### config.mk
export PLATFORM = sky130hd
export DESIGN_NAME = dff_stuck_monitor_flat
export DESIGN_NICKNAME = d
export VERILOG_FILES = /design/src/rtl/dff_stuck_monitor_pkg.sv /design/src/rtl/dff_stuck_monitor_if.sv /design/src/rtl/dff_stuck_monitor_bit_ctr.sv /design/src/rtl/dff_stuck_monitor.sv /design/src/flat_wrapper.sv
export SDC_FILE = /design/constraint.sdc
export NUM_CORES = 1
export LEC_CHECK = 0
export CAP_MARGIN = 40
export CORE_ASPECT_RATIO = 1.4
export CORE_UTILIZATION = 57
export CTS_CLUSTER_DIAMETER = 40
export DETAILED_ROUTE_END_ITERATION = 10
export GPL_TIMING_DRIVEN = 0
export PLACE_DENSITY_LB_ADDON = 0.25
export SLEW_MARGIN = 20
export SYNTH_ARGS = -nofsm -noshare
export SYNTH_HDL_FRONTEND = slang
export SYNTH_SLANG_ARGS = --single-unit
### constraint.sdc
create_clock -name clk -period 4.9 [get_ports clk]
set_input_delay 0.98 -clock clk [delete_from_list [all_inputs] [get_ports clk]]
set_output_delay 0.98 -clock clk [all_outputs]
set_load 0.02 [all_outputs]
### src/rtl/dff_stuck_monitor_pkg.sv
// ---------------------------------------------------------------------------
// dff_mon_pkg
// Shared types and helpers for the D flip-flop stuck-at monitor.
//   mon_state_e : monitor sequencing state (PRIME / CHECK / FAULT)
//   CW          : per-bit evidence counter width for the default threshold
//   ctr_width() : counter width able to hold the value THRESH
// ---------------------------------------------------------------------------
package dff_mon_pkg;

    typedef enum logic [1:0] {
        PRIME = 2'd0,   // expectation register not yet valid
        CHECK = 2'd1,   // comparing every enabled cycle
        FAULT = 2'd2    // at least one stuck flag raised, still comparing
    } mon_state_e;

    localparam int THRESH_DEFAULT = 4;
    localparam int CW             = $clog2(THRESH_DEFAULT + 1);

    // Width of a counter that must reach (and saturate at) thresh.
    // A threshold below 1 is treated as 1 so the counter is never zero-width.
    function automatic int ctr_width(input int thresh);
        int t;
        t = (thresh < 1) ? 1 : thresh;
        return $clog2(t + 1);
    endfunction

endpackage

### src/rtl/dff_stuck_monitor_if.sv
// ---------------------------------------------------------------------------
// dff_stuck_monitor_if
// Observation/status bundle between a registered DUT and its stuck-at monitor.
//   en, dut_rst, clr : monitor controls
//   d, q             : DUT data input / data output being observed
//   mismatch         : pulse, previous compare saw q != expected
//   stuck0, stuck1   : sticky per-bit stuck-at flags
//   fault            : any stuck flag raised
//   err_count        : saturating mismatch-cycle count
// master modport drives the controls and DUT data; slave is the monitor.
// ---------------------------------------------------------------------------
interface dff_stuck_monitor_if #(
    parameter int WIDTH = 1,
    parameter int CNT_W = 8
);
    logic             en;
    logic             dut_rst;
    logic             clr;
    logic [WIDTH-1:0] d;
    logic [WIDTH-1:0] q;
    logic             mismatch;
    logic [WIDTH-1:0] stuck0;
    logic [WIDTH-1:0] stuck1;
    logic             fault;
    logic [CNT_W-1:0] err_count;

    modport master (
        output en, dut_rst, clr, d, q,
        input  mismatch, stuck0, stuck1, fault, err_count
    );

    modport slave (
        input  en, dut_rst, clr, d, q,
        output mismatch, stuck0, stuck1, fault, err_count
    );
endinterface

### src/rtl/dff_stuck_monitor_bit_ctr.sv
// ---------------------------------------------------------------------------
// dff_stuck_bit_ctr
// Evidence tracker for one observed bit. Two saturating counters accumulate
// consecutive contradicting samples of each polarity; a sticky flag raises on
// the edge its counter reaches THRESH.
//   clk, rst   : clock, asynchronous active-high reset
//   exp        : expected value of this bit (DUT d one cycle earlier)
//   q          : observed DUT output bit
//   cmp        : a compare happens at this edge
//   clr        : synchronous clear of counters and flags (wins over cmp)
//   stuck0/1   : registered sticky flags
//   stuck0_nxt/stuck1_nxt : flag values being loaded at this edge, so the
//                top can register fault in the same cycle the flag appears
// ---------------------------------------------------------------------------
module dff_stuck_bit_ctr
    import dff_mon_pkg::*;
#(
    parameter int THRESH = 4,
    parameter int CW_P   = ctr_width(THRESH)
) (
    input  logic clk,
    input  logic rst,
    input  logic exp,
    input  logic q,
    input  logic cmp,
    input  logic clr,
    output logic stuck0,
    output logic stuck1,
    output logic stuck0_nxt,
    output logic stuck1_nxt
);
    localparam logic [CW_P-1:0] THR = CW_P'(THRESH);
    localparam logic [CW_P-1:0] ONE = CW_P'(1);

    logic [CW_P-1:0] c0_r;
    logic [CW_P-1:0] c1_r;
    logic [CW_P-1:0] c0_nxt_s;
    logic [CW_P-1:0] c1_nxt_s;
    logic            stuck0_r;
    logic            stuck1_r;
    logic            stuck0_nxt_s;
    logic            stuck1_nxt_s;

    // Counter update: a match resets only the counter of its own polarity.
    always_comb begin
        c0_nxt_s = c0_r;
        c1_nxt_s = c1_r;
        if (clr) begin
            c0_nxt_s = '0;
            c1_nxt_s = '0;
        end else if (cmp) begin
            case ({exp, q})
                2'b10: begin
                    if (c0_r != THR) c0_nxt_s = c0_r + ONE;
                    else             c0_nxt_s = c0_r;
                end
                2'b11: c0_nxt_s = '0;
                2'b01: begin
                    if (c1_r != THR) c1_nxt_s = c1_r + ONE;
                    else             c1_nxt_s = c1_r;
                end
                2'b00: c1_nxt_s = '0;
                default: begin
                    c0_nxt_s = c0_r;
                    c1_nxt_s = c1_r;
                end
            endcase
        end else begin
            c0_nxt_s = c0_r;
            c1_nxt_s = c1_r;
        end
    end

    // Sticky flags: raise when the counter arrives at THRESH, drop only on clr.
    always_comb begin
        stuck0_nxt_s = stuck0_r;
        stuck1_nxt_s = stuck1_r;
        if (clr) begin
            stuck0_nxt_s = 1'b0;
            stuck1_nxt_s = 1'b0;
        end else begin
            stuck0_nxt_s = stuck0_r | (c0_nxt_s == THR);
            stuck1_nxt_s = stuck1_r | (c1_nxt_s == THR);
        end
    end

    // Counter and flag registers.
    always_ff @(posedge clk or posedge rst) begin
        if (rst) begin
            c0_r     <= '0;
            c1_r     <= '0;
            stuck0_r <= 1'b0;
            stuck1_r <= 1'b0;
        end else begin
            c0_r     <= c0_nxt_s;
            c1_r     <= c1_nxt_s;
            stuck0_r <= stuck0_nxt_s;
            stuck1_r <= stuck1_nxt_s;
        end
    end

    assign stuck0     = stuck0_r;
    assign stuck1     = stuck1_r;
    assign stuck0_nxt = stuck0_nxt_s;
    assign stuck1_nxt = stuck1_nxt_s;

endmodule

### src/rtl/dff_stuck_monitor.sv
// ---------------------------------------------------------------------------
// dff_stuck_monitor
// Passive checker placed at the output of a registered DUT. Captures d into an
// expectation register each enabled cycle and checks that q equals it one
// cycle later. Flags per-bit stuck-at-0/1 after THRESH consecutive
// contradicting samples and counts mismatching compare cycles.
//   clk  : DUT clock
//   rst  : asynchronous active-high reset, clears all state and outputs
//   mon  : dff_stuck_monitor_if.slave
//          inputs  en, dut_rst, clr, d[WIDTH], q[WIDTH]
//          outputs mismatch, stuck0[WIDTH], stuck1[WIDTH], fault,
//                  err_count[CNT_W]
// ---------------------------------------------------------------------------
module dff_stuck_monitor
    import dff_mon_pkg::*;
#(
    parameter int WIDTH  = 1,
    parameter int THRESH = THRESH_DEFAULT,
    parameter int CNT_W  = 8
) (
    input  logic                 clk,
    input  logic                 rst,
    dff_stuck_monitor_if.slave   mon
);
    localparam int              CTR_W   = ctr_width(THRESH);
    localparam logic [CNT_W-1:0] ERR_MAX = {CNT_W{1'b1}};
    localparam logic [CNT_W-1:0] ERR_ONE = CNT_W'(1);

    mon_state_e       state_r;
    mon_state_e       state_nxt_s;
    logic [WIDTH-1:0] exp_r;
    logic             active_s;
    logic             cmp_s;
    logic             miss_s;
    logic             any_flag_nxt_s;
    logic [WIDTH-1:0] stuck0_s;
    logic [WIDTH-1:0] stuck1_s;
    logic [WIDTH-1:0] stuck0_nxt_s;
    logic [WIDTH-1:0] stuck1_nxt_s;
    logic             mismatch_r;
    logic             fault_r;
    logic [CNT_W-1:0] err_count_r;

    // Compare qualification: only with a valid expectation, and clr discards it.
    always_comb begin
        active_s = mon.en & ~mon.dut_rst;
        cmp_s    = 1'b0;
        if (active_s && !mon.clr && (state_r != PRIME)) cmp_s = 1'b1;
        else                                            cmp_s = 1'b0;
        miss_s         = cmp_s && (mon.q != exp_r);
        any_flag_nxt_s = (|stuck0_nxt_s) | (|stuck1_nxt_s);
    end

    // Next-state logic; any pause or clear forces a re-prime.
    always_comb begin
        state_nxt_s = state_r;
        if (mon.clr || !active_s) begin
            state_nxt_s = PRIME;
        end else begin
            case (state_r)
                PRIME: state_nxt_s = CHECK;
                CHECK: begin
                    if (any_flag_nxt_s) state_nxt_s = FAULT;
                    else                state_nxt_s = CHECK;
                end
                FAULT: state_nxt_s = FAULT;
                default: state_nxt_s = PRIME;
            endcase
        end
    end

    // State register.
    always_ff @(posedge clk or posedge rst) begin
        if (rst) state_r <= PRIME;
        else     state_r <= state_nxt_s;
    end

    // Expectation register: follows d on every enabled cycle, held while paused.
    always_ff @(posedge clk or posedge rst) begin
        if (rst)           exp_r <= '0;
        else if (active_s) exp_r <= mon.d;
    end

    // Status outputs; a clr cycle never compares, so mismatch drops with it.
    always_ff @(posedge clk or posedge rst) begin
        if (rst) begin
            mismatch_r  <= 1'b0;
            fault_r     <= 1'b0;
            err_count_r <= '0;
        end else begin
            mismatch_r <= miss_s;
            fault_r    <= any_flag_nxt_s;
            if (mon.clr)                              err_count_r <= '0;
            else if (miss_s && (err_count_r != ERR_MAX)) err_count_r <= err_count_r + ERR_ONE;
        end
    end

    for (genvar i = 0; i < WIDTH; i++) begin : g_bit
        dff_stuck_bit_ctr #(
            .THRESH (THRESH),
            .CW_P   (CTR_W)
        ) u_ctr (
            .clk        (clk),
            .rst        (rst),
            .exp        (exp_r[i]),
            .q          (mon.q[i]),
            .cmp        (cmp_s),
            .clr        (mon.clr),
            .stuck0     (stuck0_s[i]),
            .stuck1     (stuck1_s[i]),
            .stuck0_nxt (stuck0_nxt_s[i]),
            .stuck1_nxt (stuck1_nxt_s[i])
        );
    end

    assign mon.mismatch  = mismatch_r;
    assign mon.stuck0    = stuck0_s;
    assign mon.stuck1    = stuck1_s;
    assign mon.fault     = fault_r;
    assign mon.err_count = err_count_r;

endmodule
### src/flat_wrapper.sv
// flat-port wrapper written by rule: the top's interface ports become plain ports
module dff_stuck_monitor_flat import dff_mon_pkg::*;
#(
    parameter int WIDTH  = 1,
    parameter int THRESH = THRESH_DEFAULT,
    parameter int CNT_W  = 8
)
  (clk, rst, mon_en, mon_dut_rst, mon_clr, mon_d, mon_q, mon_mismatch, mon_stuck0, mon_stuck1, mon_fault, mon_err_count);
  dff_stuck_monitor_if #(.WIDTH(WIDTH), .CNT_W(CNT_W)) mon_i ();
  input  logic clk;
  input  logic rst;
  input wire logic [$bits(mon_i.en)-1:0] mon_en;
  input wire logic [$bits(mon_i.dut_rst)-1:0] mon_dut_rst;
  input wire logic [$bits(mon_i.clr)-1:0] mon_clr;
  input wire logic [$bits(mon_i.d)-1:0] mon_d;
  input wire logic [$bits(mon_i.q)-1:0] mon_q;
  output wire logic [$bits(mon_i.mismatch)-1:0] mon_mismatch;
  output wire logic [$bits(mon_i.stuck0)-1:0] mon_stuck0;
  output wire logic [$bits(mon_i.stuck1)-1:0] mon_stuck1;
  output wire logic [$bits(mon_i.fault)-1:0] mon_fault;
  output wire logic [$bits(mon_i.err_count)-1:0] mon_err_count;
  assign mon_i.en = mon_en;
  assign mon_i.dut_rst = mon_dut_rst;
  assign mon_i.clr = mon_clr;
  assign mon_i.d = mon_d;
  assign mon_i.q = mon_q;
  assign mon_mismatch = mon_i.mismatch;
  assign mon_stuck0 = mon_i.stuck0;
  assign mon_stuck1 = mon_i.stuck1;
  assign mon_fault = mon_i.fault;
  assign mon_err_count = mon_i.err_count;
  dff_stuck_monitor #(.WIDTH(WIDTH), .THRESH(THRESH), .CNT_W(CNT_W)) u_core (.clk(clk), .rst(rst), .mon(mon_i));
endmodule
==> impl_metrics.yaml <==
yosys:
  synth.largest_area_cell: "dfrtp_1"
  ys_seq_elements: 21
  synth_nets: 150
  synth_area_leaders: "dfrtp_1 40%, ha_1 8.7%, xnor2_1 4.7%, nor2_1 4.6%, inv_1 4.0%"
  yosysUniqueCellTypes: 42
  ys.flop_type: "dfrtp_1"
  synth_edf_count: 0
  ys_seq_area_frac: 0.4038
  syn_inst: 134
  yosysTopAreaCellShare: 0.4038
  netlist_area_um2: 1301
  avgSynthCellArea_um2: 9.711
  yosysWarnings: 0
  async_flop_share: 1.000
clock_tree:
  postCtsResizedCells: 0
  cts_num_sinks: 21
  cts_setup_buffers: 0
  clock_path_buffers: 2
  cts_tree: "built"
  clock_latency_ps: 300
  cts_buffers: 3
  clk_pin_slew_ps: 120
  hold_buffers: 0
  h-tree-depth: 1
  root_buffer: "clkbuf_4"
floorplanning:
  die_area_um2: 2481
  ios: 19
  core_um2: 2152
  dieWidth_um: 42.38
  rows: 20
  start_util: 0.6047
  fp.dieH_um: 58.54
timing:
  rsz0062_at_grt: "false"
  hold_violations: 0
  tns_ps: 0
  maxSlewHeadroom: 0.4893
  max_freq_ghz: 0.3763
  period_share: 0.5423
  finalSetupViolCount: 0
  drv_slew: 0
  fin_skew_ps: 6.906
  fin_crit_ps: 2657
  worst_pin_slew_ps: 765.2
detailed_routing:
  wl_per_cell_um: 14.44
  firstDrtPassIters: 6
  post_drt_via_cell_ratio: 5.994
  drt_iter0_drc: 22
  vias: 1061
  postRouteWirelength_mm: 2.556
  drc_errors: 0
  postRouteAntennaNets: 0
placed_design:
  dpl.cell_count: 173
  place_congestion: 0.8468
  dp_hpwl_mm: 1.985
  io_buffers: 17
hold_path:
  hold_class: "register to register"
  worstHoldStart: "u_core.g_bit[0].u_ctr.stuck1"
  hold_depth: 2
  min_to: "u_core.g_bit[0].u_ctr.stuck1"
grt:
  grt_pass1_wl_mm: 4.209
  grtUsageTotal: 0.2220
  antenna_found_initial: 0
  grt_max_degree: 22
  first_global_vias: 1022
  overflow: 0
worst_setup_path:
  cpLargestDelayFamily: "compound AO/OA/AOI/OAI gates"
  cpPeakStageDelay_ps: 510
  worst_ep_required_time_ps: 5080
  crit_path_start_kind: "primary input"
  rr_worst_depth: 7
  crit_buf_inv: 2
  worstPathCellList: "clkdlybuf4s50_1 > inv_1 > ha_1 > o22a_1 > o211a_1 > or3_4 > a31oi_4 > a41oi_2"
  crit_arrival_ps: 2840
  cp_slowest_cell: "clkdlybuf4s50_1"
  r2r_end: "u_core.state_r[1]"
  endpoint_kind: "register"
  timing.rr.start: "u_core.g_bit[0].u_ctr.c1_r[0]"
  path_class: "primary input to register"
  reg2reg_slack_ps: 3010
  crit_fanout: 4
power:
  swShare: 0.2558
  p_comb_frac: 0.129
  max-vdd-ir-drop_mv: 0.1839
  internal_power_uw: 221.3
  p_clk_frac: 0.272
  power_leakage_nw: 0.6779
  powerDensity_nw_per_um2: 194.8
  p_switching_uw: 76.06
  seq_power_share: 0.598
  finalPower_uw: 297.3
finish:
  syn2layout_area_growth_pct: 17.31
  final_cell_mix: "21 x dfrtp_1, 17 x clkdlybuf4s50_1, 16 x nor2_1"
  final_util: 0.7093
  antennaDiodeCount: 0
  fin_nets: 172
  drive_gt1_frac: 0.1097
  mostFrequentLayoutCell: "dfrtp_1"
  stdcell_count: 177
status:
  status: "finished, final reports clean"
job:
  drv_cap: 0
## power groups by stage
stage / clock [mW] / sequential (mW) / combinational (mW)
floorplan: 0 / 0.181 / 0.0266
global placement: 0 / 0.181 / 0.0374
detailed placement: 0 / 0.181 / 0.0388
CTS: 0.0808 / 0.178 / 0.0389
global route: 0.0883 / 0.178 / 0.0431
finish: 0.0809 / 0.178 / 0.0385
## cell usage after synthesis, drive strengths merged (2+ instances only)
cell type	count
a41oi	2
buf	2
a31oi	3
inv	14
nor4	3
ha	9
nand4	3
dfrtp	21
nor3b	2
nand3	8
nor3	3
a21o	2
nor2b	2
o21ai	4
nand2b	3
nand2	9
a21oi	4
xnor2	7
nor2	16
## tightest hold or removal path, delay by kind of cell (launching register included)
kind | cells | cell delay, ps
flops | 1 | 400
simple gates | 1 | 80
compound gates | 1 | 60
## kinds of logic (layout without fill, tap and decap cells)
kind of cell / Yosys count / in the layout / synth area share
AO/OA/AOI/OAI: 25 / 25 / 0.1606
XOR/XNOR: 7 / 7 / 0.04712
adder cells (fa/ha/maj): 9 / 9 / 0.08654
buffers and inverters: 17 / 38 / 0.05576
flip-flops: 21 / 21 / 0.4038
AND/OR/NAND/NOR: 55 / 55 / 0.2462
## routing by layer
layer	global-route usage	share of wire
met3	0.01227	0.034
met2	0.4022	0.53
met5	0	0
met1	0.2505	0.40
met4	0.1429	0.031
## how the worst max path moves through the flow
stage	start	end	slack [ps]	cells past startpoint
5_1_grt	mon_q	u_core.state_r[0]	2160	8
6_report	mon_q	u_core.state_r[1]	2240	8
3_5_place_dp	mon_q	u_core.state_r[1]	1920	8
2_1_floorplan	mon_clr	u_core.state_r[0]	2570	6
4_1_cts	mon_q	u_core.state_r[1]	2240	8
3_3_place_gp	mon_q	u_core.state_r[1]	1920	8
## flip-flops by register name, indices dropped and copies added (netlist names)
signal / count
u_core.g_bit.u_ctr.c1_r: 3
u_core.g_bit.u_ctr.c0_r: 3
u_core.state_r: 2
u_core.g_bit.u_ctr.stuck0: 1
u_core.mon.mismatch: 1
u_core.exp_r: 1
u_core.mon.fault: 1
u_core.mon.err_count: 8
u_core.g_bit.u_ctr.stuck1: 1
## area by class of cell
| class | count | area, um2 |
|---|---|---|
| clock buffers | 3 | 22.52 |
| flip-flops and latches | 21 | 525.5 |
| inverters | 14 | 52.55 |
| clock inverters | 1 | 5.005 |
| plain buffers | 3 | 20.02 |
| well taps | 22 | 27.53 |
| fillers | 171 | 625.6 |
| repair buffers | 17 | 170.2 |
| multi-input cells | 96 | 703.2 |
## per-stage QoR
stage / area, um2 / worst slack (ps) / hold WS [ps]
2_1_floorplan: 1301 / 2567 / 579.6
3_3_place_gp: 1499 / 1924 / 553.8
3_5_place_dp: 1499 / 1924 / 555.2
4_1_cts: 1526 / 2239 / 575.5
5_1_grt: 1526 / 2155 / 607.9
6_report: 1526 / 2243 / 567.7
Note: power is estimated with default switching activity, not from simulation.
